[src/rtl/alu_seq.sv]
// Handshaked WIDTH-bit ALU with registered result and {N,Z,C,V} codes.
// Shifts run one bit per cycle; MUL is an unsigned shift-add over WIDTH cycles.
//
// state | meaning
// IDLE  | in_ready high, waiting for an operation
// BUSY  | iterating a shift or multiply, count holds remaining steps
// DONE  | result/cc valid, waiting for out_ready
module alu_seq #(
   parameter int WIDTH = 16,
   parameter int SHW   = $clog2(WIDTH)
) (
   input  logic             clk,
   input  logic             rst,
   input  logic             in_valid,
   output logic             in_ready,
   input  logic [2:0]       aluop,
   input  logic [WIDTH-1:0] valA,
   input  logic [WIDTH-1:0] valB,
   output logic             out_valid,
   input  logic             out_ready,
   output logic [WIDTH-1:0] result,
   output logic [3:0]       cc
);

   localparam logic [2:0] OP_MUL = 3'd0;
   localparam logic [2:0] OP_ADD = 3'd1;
   localparam logic [2:0] OP_SUB = 3'd2;
   localparam logic [2:0] OP_SHL = 3'd3;
   localparam logic [2:0] OP_SHR = 3'd4;
   localparam logic [2:0] OP_AND = 3'd5;
   localparam logic [2:0] OP_OR  = 3'd6;
   localparam logic [2:0] OP_NOT = 3'd7;

   localparam logic [SHW:0] MUL_CNT = (SHW+1)'(WIDTH);
   localparam logic [SHW:0] CNT_ONE = (SHW+1)'(1);

   typedef enum logic [1:0] {
      IDLE = 2'd0,
      BUSY = 2'd1,
      DONE = 2'd2
   } state_t;

   state_t               state;
   logic [2:0]           op_q;
   logic [WIDTH-1:0]     a_q;
   logic                 b_msb_q;
   logic [WIDTH-1:0]     sh_q;
   logic [2*WIDTH-1:0]   prod_q;
   logic [SHW:0]         count;

   logic [WIDTH-1:0]     eff_b;
   logic [WIDTH:0]       sum;
   logic [WIDTH-1:0]     alu_res;
   logic                 alu_c;
   logic                 alu_v;
   logic [WIDTH-1:0]     sh_nxt;
   logic                 sh_c;
   logic [WIDTH:0]       mul_sum;
   logic [2*WIDTH-1:0]   prod_nxt;

   assign in_ready  = (state == IDLE);
   assign out_valid = (state == DONE);

   function automatic logic [3:0] mk_cc(input logic [WIDTH-1:0] r, input logic c, input logic v);
      return {r[WIDTH-1], (r == '0), c, v};
   endfunction

   // SUB is A + ~B + 1 so carry means "no borrow" and V uses the inverted operand
   always_comb begin
      eff_b   = (aluop == OP_SUB) ? ~valB : valB;
      sum     = {1'b0, valA} + {1'b0, eff_b} + {{WIDTH{1'b0}}, (aluop == OP_SUB)};
      alu_res = '0;
      alu_c   = 1'b0;
      alu_v   = 1'b0;
      case (aluop)
         OP_ADD, OP_SUB: begin
            alu_res = sum[WIDTH-1:0];
            alu_c   = sum[WIDTH];
            alu_v   = (valA[WIDTH-1] == eff_b[WIDTH-1]) && (sum[WIDTH-1] != valA[WIDTH-1]);
         end
         OP_AND:  alu_res = valA & valB;
         OP_OR:   alu_res = valA | valB;
         OP_NOT:  alu_res = ~valB;
         default: alu_res = '0;
      endcase
   end

   // Multiplier sits in the low half of prod_q and is consumed LSB first
   always_comb begin
      if (op_q == OP_SHL) begin
         sh_nxt = {sh_q[WIDTH-2:0], 1'b0};
         sh_c   = sh_q[WIDTH-1];
      end else begin
         sh_nxt = {1'b0, sh_q[WIDTH-1:1]};
         sh_c   = sh_q[0];
      end
      mul_sum  = {1'b0, prod_q[2*WIDTH-1:WIDTH]} + (prod_q[0] ? {1'b0, a_q} : '0);
      prod_nxt = {mul_sum, prod_q[WIDTH-1:1]};
   end

   always_ff @(posedge clk) begin
      if (rst) begin
         state   <= IDLE;
         result  <= '0;
         cc      <= '0;
         count   <= '0;
         op_q    <= OP_MUL;
         a_q     <= '0;
         b_msb_q <= 1'b0;
         sh_q    <= '0;
         prod_q  <= '0;
      end else begin
         case (state)
            IDLE: begin
               if (in_valid) begin
                  op_q    <= aluop;
                  a_q     <= valA;
                  b_msb_q <= valB[WIDTH-1];
                  sh_q    <= valB;
                  prod_q  <= {{WIDTH{1'b0}}, valB};
                  case (aluop)
                     OP_MUL: begin
                        count <= MUL_CNT;
                        state <= BUSY;
                     end
                     OP_SHL, OP_SHR: begin
                        if (valA[SHW-1:0] == '0) begin
                           result <= valB;
                           cc     <= mk_cc(valB, 1'b0, 1'b0);
                           state  <= DONE;
                        end else begin
                           count <= {1'b0, valA[SHW-1:0]};
                           state <= BUSY;
                        end
                     end
                     default: begin
                        result <= alu_res;
                        cc     <= mk_cc(alu_res, alu_c, alu_v);
                        state  <= DONE;
                     end
                  endcase
               end
            end
            BUSY: begin
               count <= count - CNT_ONE;
               if (op_q == OP_MUL) begin
                  prod_q <= prod_nxt;
                  if (count == CNT_ONE) begin
                     result <= prod_nxt[WIDTH-1:0];
                     cc     <= mk_cc(prod_nxt[WIDTH-1:0], |prod_nxt[2*WIDTH-1:WIDTH], 1'b0);
                     state  <= DONE;
                  end
               end else begin
                  sh_q <= sh_nxt;
                  if (count == CNT_ONE) begin
                     result <= sh_nxt;
                     cc     <= mk_cc(sh_nxt, sh_c, (op_q == OP_SHL) && (b_msb_q ^ sh_nxt[WIDTH-1]));
                     state  <= DONE;
                  end
               end
            end
            DONE: begin
               if (out_ready) state <= IDLE;
            end
            default: state <= IDLE;
         endcase
      end
   end

endmodule

[config.mk]
export PLATFORM = sky130hd
export DESIGN_NAME = alu_seq
export DESIGN_NICKNAME = d
export VERILOG_FILES = /design/src/rtl/alu_seq.sv
export SDC_FILE = /design/constraint.sdc
export NUM_CORES = 1
export LEC_CHECK = 0
export BUFFER_PORTS_ARGS = -buffer_cell sky130_fd_sc_hd__buf_2
export CORE_ASPECT_RATIO = 1.25
export CORE_UTILIZATION = 61
export DETAILED_ROUTE_END_ITERATION = 10
export GPL_TIMING_DRIVEN = 0
export MAX_ROUTING_LAYER = met4
export PLACE_DENSITY = 0.81
export SETUP_SLACK_MARGIN = 0.1
export SLEW_MARGIN = 20
export SYNTH_ARGS = -nofsm -noshare
export SYNTH_HDL_FRONTEND = slang
export SYNTH_SLANG_ARGS = --single-unit
[constraint.sdc]
create_clock -name clk -period 6.02 [get_ports clk]
set_clock_uncertainty 0.05 [all_clocks]
set_input_delay 1.204 -clock clk [delete_from_list [all_inputs] [get_ports clk]]
set_output_delay 1.204 -clock clk [all_outputs]
set_load 0.02 [all_outputs]
### After elaboration in Yosys (flattened, before gate mapping)

Cells that the tools add are included.
W data, S select, Z words.

* flip-flop bits (word level): 95
* input bits: 39
* output and inout port bits: 22
* word-level logic and storage cells: 96

* add/subtract/negate cells: 4
* eq/ne operators: 22
* mux-type cells: 37
* bitwise operators: 4
* reductions and logical operators: 20

Operators with widths (number)
* $mux W16: 10
* $pmux W16 S2: 3
* $logic_not A16 Y1: 4
* $mux W32: 2
* $pmux W16 S4: 1
* $pmux W32 S2: 1
* $add A16 B16 Y17: 2
* $mux W4: 5
* $pmux W5 S2: 2
* $add A17 B1 Y17: 1
* $and A16 B16 Y16: 1
* $not A16 Y16: 1
* $or A16 B16 Y16: 1
* $pmux W4 S2: 2
* $reduce_or A16 Y1: 1
* $eq A3 B3 Y1 const B: 4
* $mux W5: 2
* $ne A2 B2 Y1 const B: 5
* $eq A3 B2 Y1 const B: 3
* $reduce_and A3 Y1: 3
* $mux W2: 4
* $logic_not A3 Y1: 2
* $ne A3 B3 Y1 const B: 2
* $pmux W2 S3: 1
* 20 further kinds: 24

### Depth between registers and ports, before layout

* depth in word-level cells: 10
* depth in mapped cells: 15
* gate-level depth less buffers: 12

### Worst setup path before layout

OpenSTA, ideal clock, no wires.

* path kind: input-to-reg
* start: input port aluop[0]
* end: register result[9]
* setup time: 96 ps
* arrival time: 4794 ps
* required time: 5874 ps
* slack: 1081 ps
* cell stages on the path: 15
* path buffers: 4
* cell sequence: buf_2 buf_1 clkbuf_1 nor3_1 buf_2 xor2_1 ha_1 o21a_1 o22ai_2 o2111a_1 or4_1 a32oi_1 a22o_2 a211oi_1 o41ai_2

* longest elaborated chain between the ends: 8
* elaborated cells on any way between the ends: 20
* classes of those cells: add/sub (2); eq/ne (9); mux (5); reduce/logical (4)

RTL lines
* start: declaration: line 16 `input logic [2:0] aluop,`
* $eq A3 B2 Y1: line 70, 71, 75
* $mux W16: line 70 `eff_b = (aluop == OP_SUB) ? ~valB : valB;`
* $add A16 B16 Y17: line 71 `sum = {1'b0, valA} + {1'b0, eff_b} + {{WIDTH{1'b0}}, (aluop == OP_SUB)};`
* $add A17 B1 Y17: line 71
* $pmux W16 S4: line 75 `case (aluop)`
* $pmux W16 S2: line 121 `case (aluop)`
* $mux W16: line 115 `if (in_valid) begin`
* $pmux W16 S2: line 113 `case (state)`
* end signal: assignment: line 128 `result <= valB;`
* end signal: assignment: line 137 `result <= alu_res;`
* end signal: assignment: line 149 `result <= prod_nxt[WIDTH-1:0];`
* end: declaration: line 21 `output logic [WIDTH-1:0] result,`

Parallel ways exist; a longest one is shown, timed or not. The select of a mux whose other input is x is not followed.
A chain may end at the register's enable or synchronous reset.

### Worst setup path in the final report

* start: input port aluop[0]
* end: register result[11]

The elaborated chain is that of the path after synthesis.

==> run metrics <==
outcome completed; EDFF count, synth 0; Diodes inserted 0; layout cells sized above 1 0.0884; grt ovf 0; Power Density 245 nW/um^2; Pleak 3.37 nW; TritonCTS buffer count 9; Final nets 1,115; final wirelength 23,500 microns; cell row count 43; Combinational Power Share 0.327; synthesis-to-layout area growth 10.4%; worst vdd ir 0.180 mV; area of the multi-input gates 4920 sq um; clock slew at reported path FFs 80 ps; largest net degree at the start of global routing 19; Syn Area/Cell 7.38 sq um; overall power 1.93 mW; number of buffers added on ports 56; Synth Flop Type dfxtp_1; chip height 123 microns; core area 11,200 sq um; root buffer cell clkbuf_16; vias in the first global route 7,002; clk_lat worst skew 360 ps; synthesized flop and latch total 94; CP Launch Type input port; slew of the pin with the lowest slew margin 753 ps; met3 Usage GRT 0.0774; Setup Crit Path Kind input port to flop; max_slew headroom 0.498; DRT antenna net count 0; Worst Hold Class flop to flop; Pint 1.19 mW; clock power share 0.297; Die X 98.8 microns; GR Util met2 0.649; switching power 0.744 mW; die area 12,200 sq um; crit path capture type flop; hpwl dp 18,000 microns; DR pass1 iterations 8; RSZ-0062 raised after global routing false; antenna violations before repair 0; fin crit period 5540 ps; sequential-to-total area share from yosys stat 0.263; sequential share of power 0.376; syn_nets 1,048; Finished Core Util 0.702; maximum clock path buffer count 2; Synth area leader dfxtp_1; top cells by area, synth dfxtp_1 (26%), ha_1 (6.7%), nand2_1 (6.4%), a21oi_1 (6.2%), nor2_1 (5.5%); IO Pins 61; share of the synthesized area in the top cell type 0.263; sw frac 0.385; H-tree lvl count 3; synth warn 0; busiest layer in global routing met2; max-capacitance violation count 0; first-pass GRT wire length 36,300 microns; Pins Over Slew Limit 0; CTS tree yes; vias per inst 6.63; met1 Track Usage GR 0.480; Cells after Synth 969; violation count after the first detailed-route iteration 847; CP arrival 5760 ps; DRC violation count after routing 0; CP Max Fanout 10; Starting Density 0.636; final hold violation count 0; # setup viols final 0; GRT Util Overall 0.399; Fmax 0.181 GHz; most frequent cells after synthesis nand2_1 (121), nor2_1 (104), dfxtp_1 (94); Crit path required time 6240 ps; register area 1880 sq um; count of cell types in the netlist 71; fillers 1,018; Post-Syn Area 7150 sq um; count leader, synth nand2_1; Routed wire per std cell 19.9 microns; Final period util 0.919; RD Place Congestion 1.02; number of clock sinks 94; post-synthesis async set-or-reset flop share 0; routed via count 7,798
registers in the layout (all words and copies together), names as in the netlist:
| name | cells |
|---|---|
| cc | 3 |
| state | 2 |
| prod_q | 32 |
| a_q | 16 |
| result | 16 |
| b_msb_q | 1 |
| sh_q | 16 |
| count | 5 |
| op_q | 3 |
worst max-delay path: stages:
cell	delay (ps)
buf_2	120
buf_2	180
buf_1	240
clkbuf_1	310
nor3_2	600
buf_2	450
xor2_1	140
ha_1	270
a211o_1	300
o22ai_2	300
o2111ai_2	240
and3_1	220
o32ai_1	510
a211oi_1	180
a211o_1	320
a21oi_1	160
per-layer routing:
layer  part of all wire  vias up  wire length [microns]
met3               0.10      111                   2400
met4              0.045        0                   1040
li1                   -     3669                      -
met2               0.46      496                  10900
met1               0.39     3522                   9150
met5                  0        -                      0
cell usage in the layout (no fill, tap or decap), types with 17 or more instances in the layout:
| master | n |
|---|---|
| nand2_1 | 121 |
| o21ai_0 | 63 |
| and2_1 | 20 |
| buf_2 | 60 |
| ha_1 | 38 |
| nand3_1 | 32 |
| nor2_1 | 104 |
| a31oi_1 | 19 |
| a311oi_1 | 19 |
| inv_1 | 17 |
| a21oi_1 | 88 |
| mux2i_1 | 33 |
| a211oi_1 | 26 |
| clkbuf_1 | 56 |
| xor2_1 | 26 |
| dfxtp_1 | 94 |
| nor3_1 | 17 |
power by group through the flow:
stage | registers [mW] | clock network (mW) | logic, mW
after CTS | 0.724 | 0.569 | 0.612
final | 0.727 | 0.574 | 0.631
after global routing | 0.733 | 0.595 | 0.683
after global placement | 0.737 | 0 | 0.603
after detailed placement | 0.738 | 0 | 0.609
after floorplan | 0.740 | 0 | 0.413
worst paths after layout:
| check | startpoint | endpoint | slack (ps) | depth (start not counted) |
|---|---|---|---|---|
| worst max-delay path | aluop[0] | result[11] | 480 | 16 |
| worst min-delay path | a_q[0] | a_q[0] | 400 | 2 |
| worst max register to register | prod_q[0] | prod_q[31] | 2540 | 12 |
| worst min register to register | a_q[0] | a_q[0] | 400 | 2 |
cells by family (layout without fill, tap and decap cells):
logic type	after synthesis	in the layout	synth area share
flip-flops	94	94	0.263
adder cells (fa/ha/maj)	40	40	0.0721
multiplexers	33	33	0.0462
AND/OR/NAND/NOR	370	370	0.244
AO/OA/AOI/OAI	306	306	0.278
XOR/XNOR	38	38	0.0466
buffers and inverters	88	160	0.0495
metrics by stage:
step,cell area (sq um),std cells,setup TNS [ps],hold WS (ps),worst slack (ps)
after floorplan,7150,969,0,382,1080
after global placement,7600,1160,0,389,37.2
after detailed placement,7600,1160,-13.0,395,-10.0
after CTS,7890,1176,0,404,346
after global routing,7890,1176,0,424,363
final,7890,1176,0,402,485
area by class of cell:
class	count	area share
multi-input cells	787	0.623
flip-flops and latches	94	0.239
plain buffers	70	0.0363
repair buffers	56	0.0355
clock buffers	9	0.0285
well taps	135	0.0214
inverters	18	0.00856
clock inverters	7	0.00793
repair_timing:
action                     CTS  global route
hold endpoints to repair     0             0
resized for setup            0             1
buffers inserted             0             0
setup endpoints to repair    0             4
hold buffers                 0             0
(Power assumes the default switching activity.)
